===== src/rtl/fetch_stage.sv =====
// fetch_stage: instruction fetch between the program counter and decode.
// Issues one synchronous instruction-memory read per cycle when there is room,
// tags the returning 16-bit instruction with its PC and queues it in a small
// FIFO that decode drains through a valid/ready handshake.
//
// Handshake: the head entry transfers to decode on a cycle where
// id_valid=1 and id_ready=1. While id_valid=1 and id_ready=0, id_instr and
// id_pc are held stable. While id_valid=0, id_ready is ignored and the head
// outputs keep the last value they showed.
//
// Optional feature: define FETCH_PERF_CNT_EN to add the stall_cnt port, a
// 16-bit saturating count of cycles where decode stalls a valid head.
//
// dbg_state exposes the control FSM: 0 = S_BOOT, 1 = S_RUN, 2 = S_FLUSH.
module fetch_stage #(
   parameter int ADDR_W  = 8,
   parameter int INSTR_W = 16,
   parameter int DEPTH   = 2
) (
   input  logic               clk,
   input  logic               rst,
   input  logic [ADDR_W-1:0]  pc_addr,
   output logic               pc_hold,
   input  logic               flush,
   output logic               imem_en,
   output logic [ADDR_W-1:0]  imem_addr,
   input  logic [INSTR_W-1:0] imem_rdata,
   output logic               id_valid,
   input  logic               id_ready,
   output logic [INSTR_W-1:0] id_instr,
   output logic [ADDR_W-1:0]  id_pc,
`ifdef FETCH_PERF_CNT_EN
   output logic [15:0]        stall_cnt,
`endif
   output logic [1:0]         dbg_state
);

   // Pointer width indexes DEPTH entries; the count needs one more bit so
   // that a completely full FIFO (count == DEPTH) is representable.
   localparam int PTR_W = $clog2(DEPTH);
   localparam int CNT_W = PTR_W + 1;
   localparam logic [CNT_W:0] L_DEPTH = (CNT_W+1)'(DEPTH);

   typedef enum logic [1:0] {
      S_BOOT  = 2'd0,
      S_RUN   = 2'd1,
      S_FLUSH = 2'd2
   } state_t;

   // Control state
   state_t             r_state;
   logic               r_run;

   // In-flight read tracking
   logic               r_inflight;
   logic [ADDR_W-1:0]  r_tag;

   // FIFO storage and bookkeeping
   logic [ADDR_W-1:0]  r_fifo_pc    [DEPTH];
   logic [INSTR_W-1:0] r_fifo_instr [DEPTH];
   logic [PTR_W-1:0]   r_wr_ptr;
   logic [PTR_W-1:0]   r_rd_ptr;
   logic [CNT_W-1:0]   r_count;

   // Last values shown on the head outputs, replayed while the FIFO is empty
   logic [ADDR_W-1:0]  r_last_pc;
   logic [INSTR_W-1:0] r_last_instr;

   // Combinational control
   logic               w_valid;
   logic               w_pop;
   logic               w_push;
   logic               w_issue;
   logic [CNT_W:0]     w_occ;
   logic [ADDR_W-1:0]  w_head_pc;
   logic [INSTR_W-1:0] w_head_instr;

   // Occupancy seen by the issue decision: buffered entries plus the read
   // still in flight, minus the entry decode takes this cycle. Because the
   // in-flight read always lands next cycle, bounding this by DEPTH is what
   // keeps the FIFO from overflowing.
   always_comb begin
      w_valid      = (r_count != '0);
      w_pop        = w_valid & id_ready;
      w_push       = r_inflight & ~flush;
      w_occ        = {1'b0, r_count} + {{CNT_W{1'b0}}, r_inflight}
                     - {{CNT_W{1'b0}}, w_pop};
      w_issue      = ~rst & r_run & ~flush & (w_occ < L_DEPTH);
      w_head_pc    = r_fifo_pc[r_rd_ptr];
      w_head_instr = r_fifo_instr[r_rd_ptr];
   end

   assign imem_en   = w_issue;
   assign imem_addr = pc_addr;
   assign pc_hold   = ~w_issue;
   assign id_valid  = w_valid;
   assign id_pc     = w_valid ? w_head_pc    : r_last_pc;
   assign id_instr  = w_valid ? w_head_instr : r_last_instr;
   assign dbg_state = r_state;

   // Boot/run/flush sequencing; r_run is the registered "may issue" flag.
   always_ff @(posedge clk) begin
      if (rst) begin
         r_state <= S_BOOT;
         r_run   <= 1'b0;
      end else begin
         case (r_state)
            S_BOOT: begin
               r_state <= S_RUN;
               r_run   <= 1'b1;
            end
            S_RUN: begin
               if (flush) begin
                  r_state <= S_FLUSH;
                  r_run   <= 1'b0;
               end else begin
                  r_state <= S_RUN;
                  r_run   <= 1'b1;
               end
            end
            S_FLUSH: begin
               r_state <= S_RUN;
               r_run   <= 1'b1;
            end
            default: begin
               r_state <= S_BOOT;
               r_run   <= 1'b0;
            end
         endcase
      end
   end

   // Track the single outstanding read and remember which PC it was for.
   always_ff @(posedge clk) begin
      if (rst || flush) begin
         r_inflight <= 1'b0;
         r_tag      <= '0;
      end else begin
         r_inflight <= w_issue;
         if (w_issue) begin
            r_tag <= pc_addr;
         end
      end
   end

   // Capture returning read data, tagged with its PC, at the write pointer.
   always_ff @(posedge clk) begin
      if (!rst && w_push) begin
         r_fifo_pc[r_wr_ptr]    <= r_tag;
         r_fifo_instr[r_wr_ptr] <= imem_rdata;
      end
   end

   // FIFO pointers and count; flush discards everything buffered.
   always_ff @(posedge clk) begin
      if (rst || flush) begin
         r_wr_ptr <= '0;
         r_rd_ptr <= '0;
         r_count  <= '0;
      end else begin
         if (w_push) begin
            r_wr_ptr <= r_wr_ptr + PTR_W'(1);
         end
         if (w_pop) begin
            r_rd_ptr <= r_rd_ptr + PTR_W'(1);
         end
         case ({w_push, w_pop})
            2'b10:   r_count <= r_count + CNT_W'(1);
            2'b01:   r_count <= r_count - CNT_W'(1);
            default: r_count <= r_count;
         endcase
      end
   end

   // Remember what the head outputs showed so they hold while empty.
   always_ff @(posedge clk) begin
      if (rst) begin
         r_last_pc    <= '0;
         r_last_instr <= '0;
      end else begin
         r_last_pc    <= id_pc;
         r_last_instr <= id_instr;
      end
   end

`ifdef FETCH_PERF_CNT_EN
   logic [15:0] r_stall_cnt;

   // Count cycles where decode holds off a valid head; saturate at all-ones.
   always_ff @(posedge clk) begin
      if (rst) begin
         r_stall_cnt <= '0;
      end else if (w_valid && !id_ready && (r_stall_cnt != 16'hFFFF)) begin
         r_stall_cnt <= r_stall_cnt + 16'd1;
      end
   end

   assign stall_cnt = r_stall_cnt;
`endif

endmodule


===== config.mk =====
export PLATFORM = sky130hd
export DESIGN_NAME = fetch_stage
export DESIGN_NICKNAME = d
export VERILOG_FILES = /design/src/rtl/fetch_stage.sv
export SDC_FILE = /design/constraint.sdc
export NUM_CORES = 1
export LEC_CHECK = 0
export BUFFER_PORTS_ARGS = -buffer_cell sky130_fd_sc_hd__buf_2
export CELL_PAD_IN_SITES_DETAIL_PLACEMENT = 1
export CELL_PAD_IN_SITES_GLOBAL_PLACEMENT = 1
export CORE_MARGIN = 2
export CORE_UTILIZATION = 25
export DETAILED_ROUTE_END_ITERATION = 10
export PLACE_DENSITY_LB_ADDON = 0.15
export SLEW_MARGIN = 0
export SYNTH_ARGS = -nofsm -noshare
export SYNTH_HDL_FRONTEND = slang
export SYNTH_SLANG_ARGS = --single-unit

===== constraint.sdc =====
create_clock -name clk -period 2.37 [get_ports clk]
set_clock_uncertainty 0.15 [all_clocks]
set_input_delay 0.1185 -clock clk [delete_from_list [all_inputs] [get_ports clk]]
set_output_delay 0.1185 -clock clk [all_outputs]
set_load 0.03 [all_outputs]

# Yosys cells after proc, flatten, opt, wreduce, memory -nomap -nowiden
# Memory sizes are Yosys's and may differ from the RTL's. A register that Yosys moved wholly into a read port is not among the register bits.
# Cells that the tools add are included.
dict set report op_classes {
  n_addsub 6
  mul 0
  div 0
  n_lt_le_gt_ge 1
  n_eq_ne 4
  shift 0
  muxes 13
  bitwise 8
  n_reduce_logical 7
}
# cell count
set ops {}
lappend ops {{$mux W16} 1}
lappend ops {{$mux W8} 1}
lappend ops {{$pmux W2 S2} 2}
lappend ops {{$mux W1} 7}
lappend ops {{$and A1 B1 Y1} 5}
lappend ops {{$eq A2 B1 Y1 const B} 2}
lappend ops {{$eq A2 B2 Y1 const B} 2}
lappend ops {{$reduce_bool A2 Y1} 2}
lappend ops {{$add A2 B1 Y3} 1}
lappend ops {{$lt A3 B2 Y1 const B} 1}
lappend ops {{$not A1 Y1} 3}
lappend ops {{$sub A3 B1 Y3} 1}
lappend ops {{$add A1 B1 Y1 const B} 2}
lappend ops {{$add A2 B1 Y2 const B} 1}
lappend ops {{$logic_not A2 Y1} 1}
lappend ops {{$mux W2} 1}
lappend ops {{$pmux W1 S2} 1}
lappend ops {{$reduce_or A2 Y1} 1}
lappend ops {{$sub A2 B1 Y2 const B} 1}
lappend ops {{$logic_and A1 B1 Y1} 1}
lappend ops {{$logic_not A1 Y1} 1}
lappend ops {{$logic_or A1 B1 Y1} 1}
dict set report totals {
  register_bits 40
  latch_bits 0
  ram_bits 48
  rom_bits 0
  input_bits 28
  output_inout_bits 37
  memories 2
}
# memory depth width rd rd_ports_with_merged_regs write_ports line_no
set mem_list {}
lappend mem_list {r_fifo_instr 2 16 1 1 1 60} ;# logic [INSTR_W-1:0] r_fifo_instr [DEPTH];
lappend mem_list {r_fifo_pc 2 8 1 1 1 59} ;# logic [ADDR_W-1:0] r_fifo_pc [DEPTH];

# Depth between registers and ports, before layout
# Gate-level depths: netlist of run 1.
dict set report logic_depth {
  depth_word 6
  mapped_depth 9
}

# Worst setup path before layout of run 1
# OpenSTA, ideal clock, no wires.
dict set report synth_path {
  path_type {register -> output}
  start {register r_count[1]}
  end {output port pc_hold}
  arrival_ns 2.087
  setup_slack_ns 0.015
  path_stages_with_launch 10
  n_path_buf 2
  cell_sequence {dfxtp_1 buf_6 and3b_1 a21o_1 nand2_1 fa_1 and2_1 and3_1 buf_4 inv_1}
}
dict set report synth_via {
  elab_chain_cells 6
  elab_cells_between_ends 7
}
# item line_no
set synth_rtl {}
lappend synth_rtl {{start: declaration} 63} ;# logic [CNT_W-1:0] r_count;
lappend synth_rtl {{start signal: assignment} 168} ;# 2'b10: r_count <= r_count + CNT_W'(1);
lappend synth_rtl {{start signal: assignment} 169} ;# 2'b01: r_count <= r_count - CNT_W'(1);
lappend synth_rtl {{start signal: assignment} 170} ;# default: r_count <= r_count;
lappend synth_rtl {{parallel branches: the longest is 2 deep, another holds $add A2 B1 Y3} n/a}
lappend synth_rtl {{$sub A3 B1 Y3 *} 87} ;# - {{CNT_W{1'b0}}, w_pop};
lappend synth_rtl {{$lt A3 B2 Y1 *} 88} ;# w_issue = ~rst & r_run & ~flush & (w_occ < L_DEPTH);
lappend synth_rtl {{$and A1 B1 Y1 *} 88}
lappend synth_rtl {{via imem_en} 25} ;# output logic imem_en,
lappend synth_rtl {{$not A1 Y1 *} 95} ;# assign pc_hold = ~w_issue;
lappend synth_rtl {{end: declaration} 23} ;# output logic pc_hold,
# Mark *: on every way through the listed nets, which the timed path passes.

# Final worst setup path of run 1
dict set report layout_path {
  start {register r_count[0]}
  end {output port pc_hold}
}
dict set report layout_via {
  elab_chain_cells 6
  elab_cells_between_ends 7
}
# item line_no
set layout_rtl {}
lappend layout_rtl {{parallel branches: the longest is 2 deep, another holds $add A2 B1 Y3} n/a}
lappend layout_rtl {{$sub A3 B1 Y3 *} 87}
lappend layout_rtl {{$lt A3 B2 Y1 *} 88}
lappend layout_rtl {{$and A1 B1 Y1 *} 88}
lappend layout_rtl {{$not A1 Y1 *} 95}
# Mark *: on every way between the ends.

==> results of run 1 <==
cell families (layout without fill, tap and decap cells):
group,count (synthesis),count (layout),synth area share
compound gates,59,59,0.131
xor+xnor,4,4,0.0114
fa+ha+maj,1,1,0.00537
buf+inv,34,129,0.0638
flops,88,88,0.602
mux,30,30,0.0806
simple gates,52,52,0.106
worst reg2reg max path: cells and delay by family, from the launching register on:
family | cells | cell delay [ns]
buf+inv | 2 | 0.25
flops | 1 | 0.32
fa+ha+maj | 1 | 0.52
compound gates | 1 | 0.13
simple gates | 4 | 0.67
mux | 1 | 0.18
sequential cells by signal, indices dropped and copies added (netlist names), named ones only:
| register | count |
|---|---|
| r_fifo_instr | 32 |
| r_fifo_pc | 16 |
| r_last_instr | 16 |
| r_last_pc | 8 |
| r_tag | 8 |
| dbg_state | 2 |
| r_count | 2 |
| r_inflight | 1 |
| r_rd_ptr | 1 |
| r_wr_ptr | 1 |
layout make-up:
type                    count  area share
clock inverters             5      0.0102
inverters                   7     0.00549
well taps                 184      0.0481
multi-input cells         146       0.263
flip-flops and latches     88       0.469
clock buffers              11      0.0486
repair buffers            106       0.156
repair_timing:
item,CTS,global route
pin swaps,1,1
setup buffers,4,2
hold buffers,25,0
endpoints found under the setup margin,2,6
resized for setup,8,0
hold endpoints to repair,45,0
layout by cell type (no fill, tap or decap), types with 2 or more instances in the layout:
master / n
and3_1: 2
clkbuf_16: 9
a21boi_0: 3
mux2i_1: 30
dfxtp_2: 2
nor3_1: 3
buf_2: 62
nand2_1: 8
nor2_4: 20
xor2_1: 2
dfxtp_1: 38
clkinv_2: 3
nor2_1: 5
inv_1: 6
a21oi_1: 26
clkbuf_1: 2
edfxtp_1: 48
dlygate4sd3_1: 25
o21ai_0: 4
buf_4: 15
a211oi_2: 24
nor2_2: 2
nand3_1: 3
buf_12: 3
power by group through the flow:
stage | Clock (mW) | Sequential (mW) | Combinational (mW)
6_report | 1.37 | 1.64 | 0.259
5_1_grt | 1.49 | 1.64 | 0.283
4_1_cts | 1.44 | 1.64 | 0.263
3_5_place_dp | 0 | 1.68 | 0.224
3_3_place_gp | 0 | 1.68 | 0.220
2_1_floorplan | 0 | 1.67 | 0.159
how the worst max path moves through the flow:
| stage | from | end | slack [ns] | cells after the start |
|---|---|---|---|---|
| floorplan | r_count[1] | pc_hold | 0.01 | 9 |
| global placement | r_count[0] | r_tag[4] | 0.09 | 8 |
| detailed placement | r_count[0] | r_tag[4] | 0.02 | 8 |
| CTS | r_count[0] | pc_hold | -0.05 | 8 |
| global route | r_count[0] | pc_hold | -0.11 | 8 |
| finish | r_count[0] | pc_hold | -0.04 | 8 |
per-stage QoR:
| stage | cell area [sq um] | setup WS (ns) | hold WS, ns |
|---|---|---|---|
| final | 4780 | -0.0353 | 0.0316 |
| after global routing | 4780 | -0.108 | 0.0421 |
| after CTS | 4770 | -0.0522 | 0.0152 |
| after detailed placement | 4190 | 0.0227 | 0.165 |
| after global placement | 4190 | 0.0878 | 0.157 |
| after floorplan | 3720 | 0.0148 | 0.0451 |
layer usage:
layer	wire, um	GRT usage	vias up
met5	0	0	-
met4	201	0.0582	0
met3	292	0.0285	14
met2	3710	0.165	47
met1	3800	0.138	1127
li1	-	-	1152
==> results.txt, run 1 <==
The endpoint identified for the worst register-to-register timing path is r_tag[4]. The worst pin sits at a relative slew slack of 0.661. The maximum ir drop on the vdd rail is about 0.35 mV. Of the total power, the share spent switching nets is 0.223. The number of fill cells came out at about 1600. The final count of negative-setup-slack endpoints is 2. The finished layout holds 547 standard cells, fillers aside. The horizontal die dimension is 126 um. The number of nets handed over by synthesis was ~300. The number of global-route vias before repair came out at roughly 2500. The setup slack of the most critical reg-to-reg path came out at around 0.09 ns. The number of buffers and inverters on the critical path is 2. The critical path class is register to output pin. The count of final hold-check violations is 0. The clock transition at the register clock pins on the worst setup and hold paths after CTS is approximately 0.060 ns.

The kind of path behind the tightest hold check is input pin to register. For this run, the detailed router's first-pass iteration total came to 4. The via count is 2340. 65 I/O pins were placed. In this run the critical register-to-register path is launched from r_count[0]. The end point of the most critical hold path is r_count[0].

The run finished, with violations left. The count of unresolved DRC violations after routing came out at 0. The number of enable-type register cells in the synthesized netlist is 48. Yosys instantiated no cell more often than edfxtp_1. The initial antenna violation count came out at 0. The clock group share of total power came out at 0.420. The proportion of power drawn by flip-flops and latches is 0.502. The cell internal power dissipation came out at 2.54 mW. The net switching component of the power is ~730 uW. The leakage power is ~1.8 nW. The final clock period utilization by the worst path came out at 1.01. The time the final worst path needs with I/O delays and setup came out at 2.41 ns.

The die covers 0.0159 sq mm. The checks that failed: setup timing. The largest net degree at the start of global routing came out at 48.

The die height came out at 126 um. The flip-flop and latch area came out at about 0.0022 sq mm. Detailed placement finished with a half-perimeter wire length of slightly below 5000 um. TritonCTS built the clock tree. Dividing the detail-routed wire length by the instance count gives 14.6 um. Using the TritonRoute via totals, the vias-per-cell ratio works out to between 4 and 5. The post-synthesis instance total is about 270. The count of maximum capacitance violations came out at 0. The worst-case clock buffer depth is 2. The number of sinks on the clock net is approximately 90.

Walking the worst path, the cells encountered are and3b_1 -> a21o_1 -> nand2_1 -> fa_1 -> and2_4 -> and3_4 -> inv_2 -> buf_6. Of the cells placed in the final design, the portion with a size suffix greater than 1 is 0.405. The routed wire length is 8010 um.

The count of nets left with antenna violations once routing finished came out at 0. The weighted congestion reported at the end of routability-driven placement came out at 0.698. The category of the worst setup path capture point is an output pin. The total power per unit cell area came out at 685 mW/mm^2. The slowest stage of the critical path belongs to the cell fa_1. The hold-critical path depth is 4. The number of I/O port buffers came out at 64. After floorplanning, the core was sized to cover roughly 0.015 sq mm. The startpoint of the lowest-slack hold path is rst.

The fraction of the yosys area taken by sequential cells is 0.602. Yosys attributes the largest share of cell area to edfxtp_1, dfxtp_1, a211oi_2, mux2i_1, nor2_4. The area occupied by multi-input gates is 0.00126 sq mm. The net count of the finished layout is 387. The residual overflow from global routing came out at 0. The final count of pins violating max slew is 0.

The async set-reset flop share out of synthesis is 0. The cell area that synthesis handed to floorplanning was 0.00372 sq mm. The cell family contributing the most delay on the critical path is simple AND/OR/NAND/NOR gates. From synthesis to final layout, the design area changed by 28.5%. The floorplan has 44 rows. After synthesis the netlist holds a flip-flop and latch count of 88. Summed over all instances, the cell type with the most area after synthesis is edfxtp_1.

Among all flip-flop cells after synthesis, the most frequent one is edfxtp_1. The count of inserted antenna diode cells came out at 0. The share of synthesized area in the top cell type comes to 0.387.

For the pin with the worst max-slew slack, the measured transition is 0.509 ns. The count of routing violations after the opening detailed-route iteration came out at 100. The average footprint of a synthesized cell is approximately 14 sq um. The commonest cells after synthesis are edfxtp_1, dfxtp_1, mux2i_1. The data required time of the critical path is 2.10 ns. Setup repair after global routing could not meet its margin everywhere.

The worst-case setup margin in the final layout is -0.0353 ns. The deepest level of the CTS H-tree came out at 3. During synthesis, Yosys emitted a total of 0 warnings. CTS placed an instance of clkbuf_16 at the clock tree root. The number of distinct library cells after synthesis came out at 35. The number of placed instances, taps included, is 500. The worst setup path is launched from a register. The data arrival at the endpoint of the critical path is 2.14 ns. The top achievable clock speed came out at 416 MHz. The cell depth of the worst flop-to-flop path is 9. The final total negative setup slack is -0.0700 ns. The fraction of power consumed by combinational cells came out at 0.079.

Once layout is complete, the utilization of the core stands at 0.329. The wire length of the first global-routing pass is approximately 13000 um. The power consumption came out at approximately 3.3 mW.

Counting the buffers created by CTS gives 9. The insertion delay of the later-clocked pin in the worst-skew pair is ~0.34 ns. The total global-route track usage came out at 0.107. In this design, the stage delay of the slowest critical-path cell is 0.52 ns. The largest fanout of any net on the critical path is 3. The initial utilization of the core area, before any placement, comes to 0.256.
No activity file was read; power rests on OpenSTA's default activity.
==> run 2, diff against run 1 <==
Settings changed: PLACE_DENSITY_LB_ADDON 0.15 to 0.08, SLEW_MARGIN 0 to 25.
==> run 2 against run 1 <==
The run still ends with setup timing left. Clock power fell by 7%. Sequential power barely moved. Worst setup slack improved by 0.0050 ns. Critical path depth did not move. Register-to-register slack improved by 0.09 ns. Flip-flop and latch count did not move. Routed wire length fell by 1.0%. Non-clock buffer count rose by 3. Maximum frequency rose by 0.21%. Critical endpoint unchanged.
==> results.txt, run 2 (synthesized netlist as in run 1, its figures left out) <==
The flow ran to the end, but the final reports show violations. The checks that failed: setup timing. The hold-critical path depth came out at 4. The final count of negative-setup-slack endpoints came out at 2. The time the final worst path needs with I/O delays and setup is 2.40 ns. TritonCTS built the clock tree. The CTS root buffer is clkbuf_16. The top achievable clock speed is 417 MHz. The largest registers in the layout are r_fifo_instr: 32 flops, r_fifo_pc: 16 flops, r_last_instr: 16 flops.

The worst hold path terminates at r_count[1]. The number of standard-cell rows in the floorplan is 44. The layout overhead on the synthesized area is 28.0%.

The largest fanout of any net on the critical path came out at 4. The deepest level of the CTS H-tree came out at 3. In the final routed layout, each cell accounts on average for 14.4 um.

The final clock period utilization by the worst path came out at 1.01. The area occupied by multi-input gates came out at 0.00127 sq mm. The horizontal die dimension is 126 um.

In this run, CTS created clock tree buffers numbering 9. The design draws 3.19 mW. The number of I/O port buffers is 64. The final total negative setup slack came out at -0.0585 ns.

The launching element of the worst setup path is r_count[0]. The total iterations of the first detailed-routing run came out at 4. The net count of the finished layout came out at 390. Excluding fillers, the count of instances in the completed layout stands at 549. The number of global-route vias before repair came out at 2492.

The cell depth of the worst flop-to-flop path is 8. The number of sinks on the clock net is 88. For this block, the via count after detailed routing is 2331. Counting the fill cells in the layout gives 1598. On the critical path, the stage with the largest delay is an instance of fa_2.

The leakage power is between 1.5 and 2 nW. The startpoint identified for the worst hold timing path is id_ready. For this block, the routed nets add up to ~7900 um of wire.

The number of instances in the placed design came out at between 500 and 600. At the worst endpoint, the arrival time is 2.13 ns. The count of maximum capacitance violations is 0. The residual overflow from global routing is 0. Leaving out fill and tap cells, the most frequent cells in the layout are buf_2, edfxtp_1, dfxtp_1. The maximum ir drop on the vdd rail came out at ~0.33 mV. The setup check on the worst reg-to-reg path leaves a slack of 0.18 ns.

The register with the most flip-flops in the layout has 32 of them. In the final layout, the share of cells above drive strength 1 is 0.411. The total power per unit cell area came out at 668 mW/mm^2. The critical path class is register to output pin.

The detail-routed via count per cell is roughly 4.2. The total global-route track usage came out at 0.109. The kind of path behind the tightest hold check is input pin to register. The count of unresolved DRC violations after routing is 0. The count of routing violations after the opening detailed-route iteration is 48.

The count of inserted antenna diode cells is 0. The total I/O pin count came out at 65. Walking the worst path, the cells encountered are and3b_1 -> a21o_1 -> nand2_2 -> fa_2 -> and2_4 -> and3_4 -> inv_2 -> buf_6.

The die footprint is 0.0159 sq mm. The worst-case clock buffer depth came out at 2. The initial antenna violation count is 0. The sequential cells in the finished layout cover a total of between 0.002 and 0.0025 sq mm. The placeable core region is 0.0145 sq mm. The startpoint of the most critical register-to-register path is r_count[0]. The critical path launch point type is a register. The endpoint identified for the worst register-to-register timing path is r_tag[4]. The half-perimeter wire length after detailed placement is 5090 um. The initial core utilization came out at 0.256. The remaining antenna violation count after routing came out at 0. The cell area reported after detailed placement is 0.00420 sq mm. The largest net degree at the start of global routing is 32.

In this run the tightest slew margin relative to its limit is 0.656. The largest single stage delay on the critical path is 0.53 ns. Once routing completed, OpenROAD measured the worst setup slack at -0.0303 ns. The register with the most flip-flops is r_fifo_instr.

Leaving out fill and tap cells, the most frequent cell in the layout is buf_2. The weighted congestion reported at the end of routability-driven placement came out at 0.689. Measured along the y axis, the die boundary spans 126 um. The insertion delay of the later-clocked pin in the worst-skew pair came out at 0.33 ns. The slew at the pin closest to its max-slew limit is slightly above 0.5 ns. The clock transition at the register clock pins on the worst setup and hold paths after CTS is 0.06 ns. The data required time of the critical path is around 2.1 ns.

STA classifies the critical path endpoint as an output pin. The final cell area excluding filler cells is 0.00477 sq mm. The wire length of the first global-routing pass came out at approximately 13000 um. The count of final hold-check violations came out at 0.

The final count of pins violating max slew is 0. Setup repair after global routing could not meet its margin everywhere.
[run 2: per-layer routing]
metal | track usage | share of wire | vias up
met2 | 0.164 | 0.44 | 42
li1 | - | - | 1144
met1 | 0.147 | 0.50 | 1134
met3 | 0.0225 | 0.030 | 11
met4 | 0.0582 | 0.023 | 0
met5 | 0 | 0 | -
[run 2: final cells by class]
| cell class | instances | area share |
|---|---|---|
| clock inverter | 1 | 0.00105 |
| multi-input combinational | 146 | 0.266 |
| sequential | 88 | 0.471 |
| timing repair buffer | 109 | 0.156 |
| clock buffer | 14 | 0.0533 |
| tap | 184 | 0.0483 |
| inverter | 7 | 0.00551 |
[run 2: critical path, delay by kind of cell, from the launching register on]
kind | cells | cell delay [ns]
buf+inv | 2 | 0.16
flops | 1 | 0.33
fa+ha+maj | 1 | 0.53
compound gates | 1 | 0.14
simple gates | 4 | 0.64
[run 2: worst max path at each step]
stage	cells past startpoint	end	slack, ns
after detailed placement	7	imem_en	-0.08
final	8	pc_hold	-0.03
after global placement	7	imem_en	0.005
after floorplan	9	pc_hold	0.01
after global routing	8	pc_hold	-0.12
after CTS	8	pc_hold	-0.07
[run 2: power by group]
| part | leakage, nW | internal (mW) | switching [mW] | total [mW] |
|---|---|---|---|---|
| Clock | 0.127 | 0.734 | 0.551 | 1.28 |
| Sequential | 0.783 | 1.63 | 0.0151 | 1.64 |
| Combinational | 0.880 | 0.109 | 0.151 | 0.259 |
| Total | 1.79 | 2.47 | 0.716 | 3.19 |
[run 2: what timing repair did]
item | CTS | global route
cloned | 0 | 0
setup endpoints to repair | 3 | 6
buffers inserted | 5 | 1
resized for setup | 8 | 2
endpoints found under the hold margin | 45 | 0
pin swaps | 3 | 1
hold buffers | 25 | 0
[run 2: stage by stage]
stage	hold slack, ns	setup slack (ns)	util
floorplan	0.0451	0.0148	-
global placement	0.158	0.00521	0.289
detailed placement	0.161	-0.0767	0.289
CTS	0.0289	-0.0690	0.328
global route	0.0761	-0.116	0.328
finish	0.0464	-0.0303	0.328
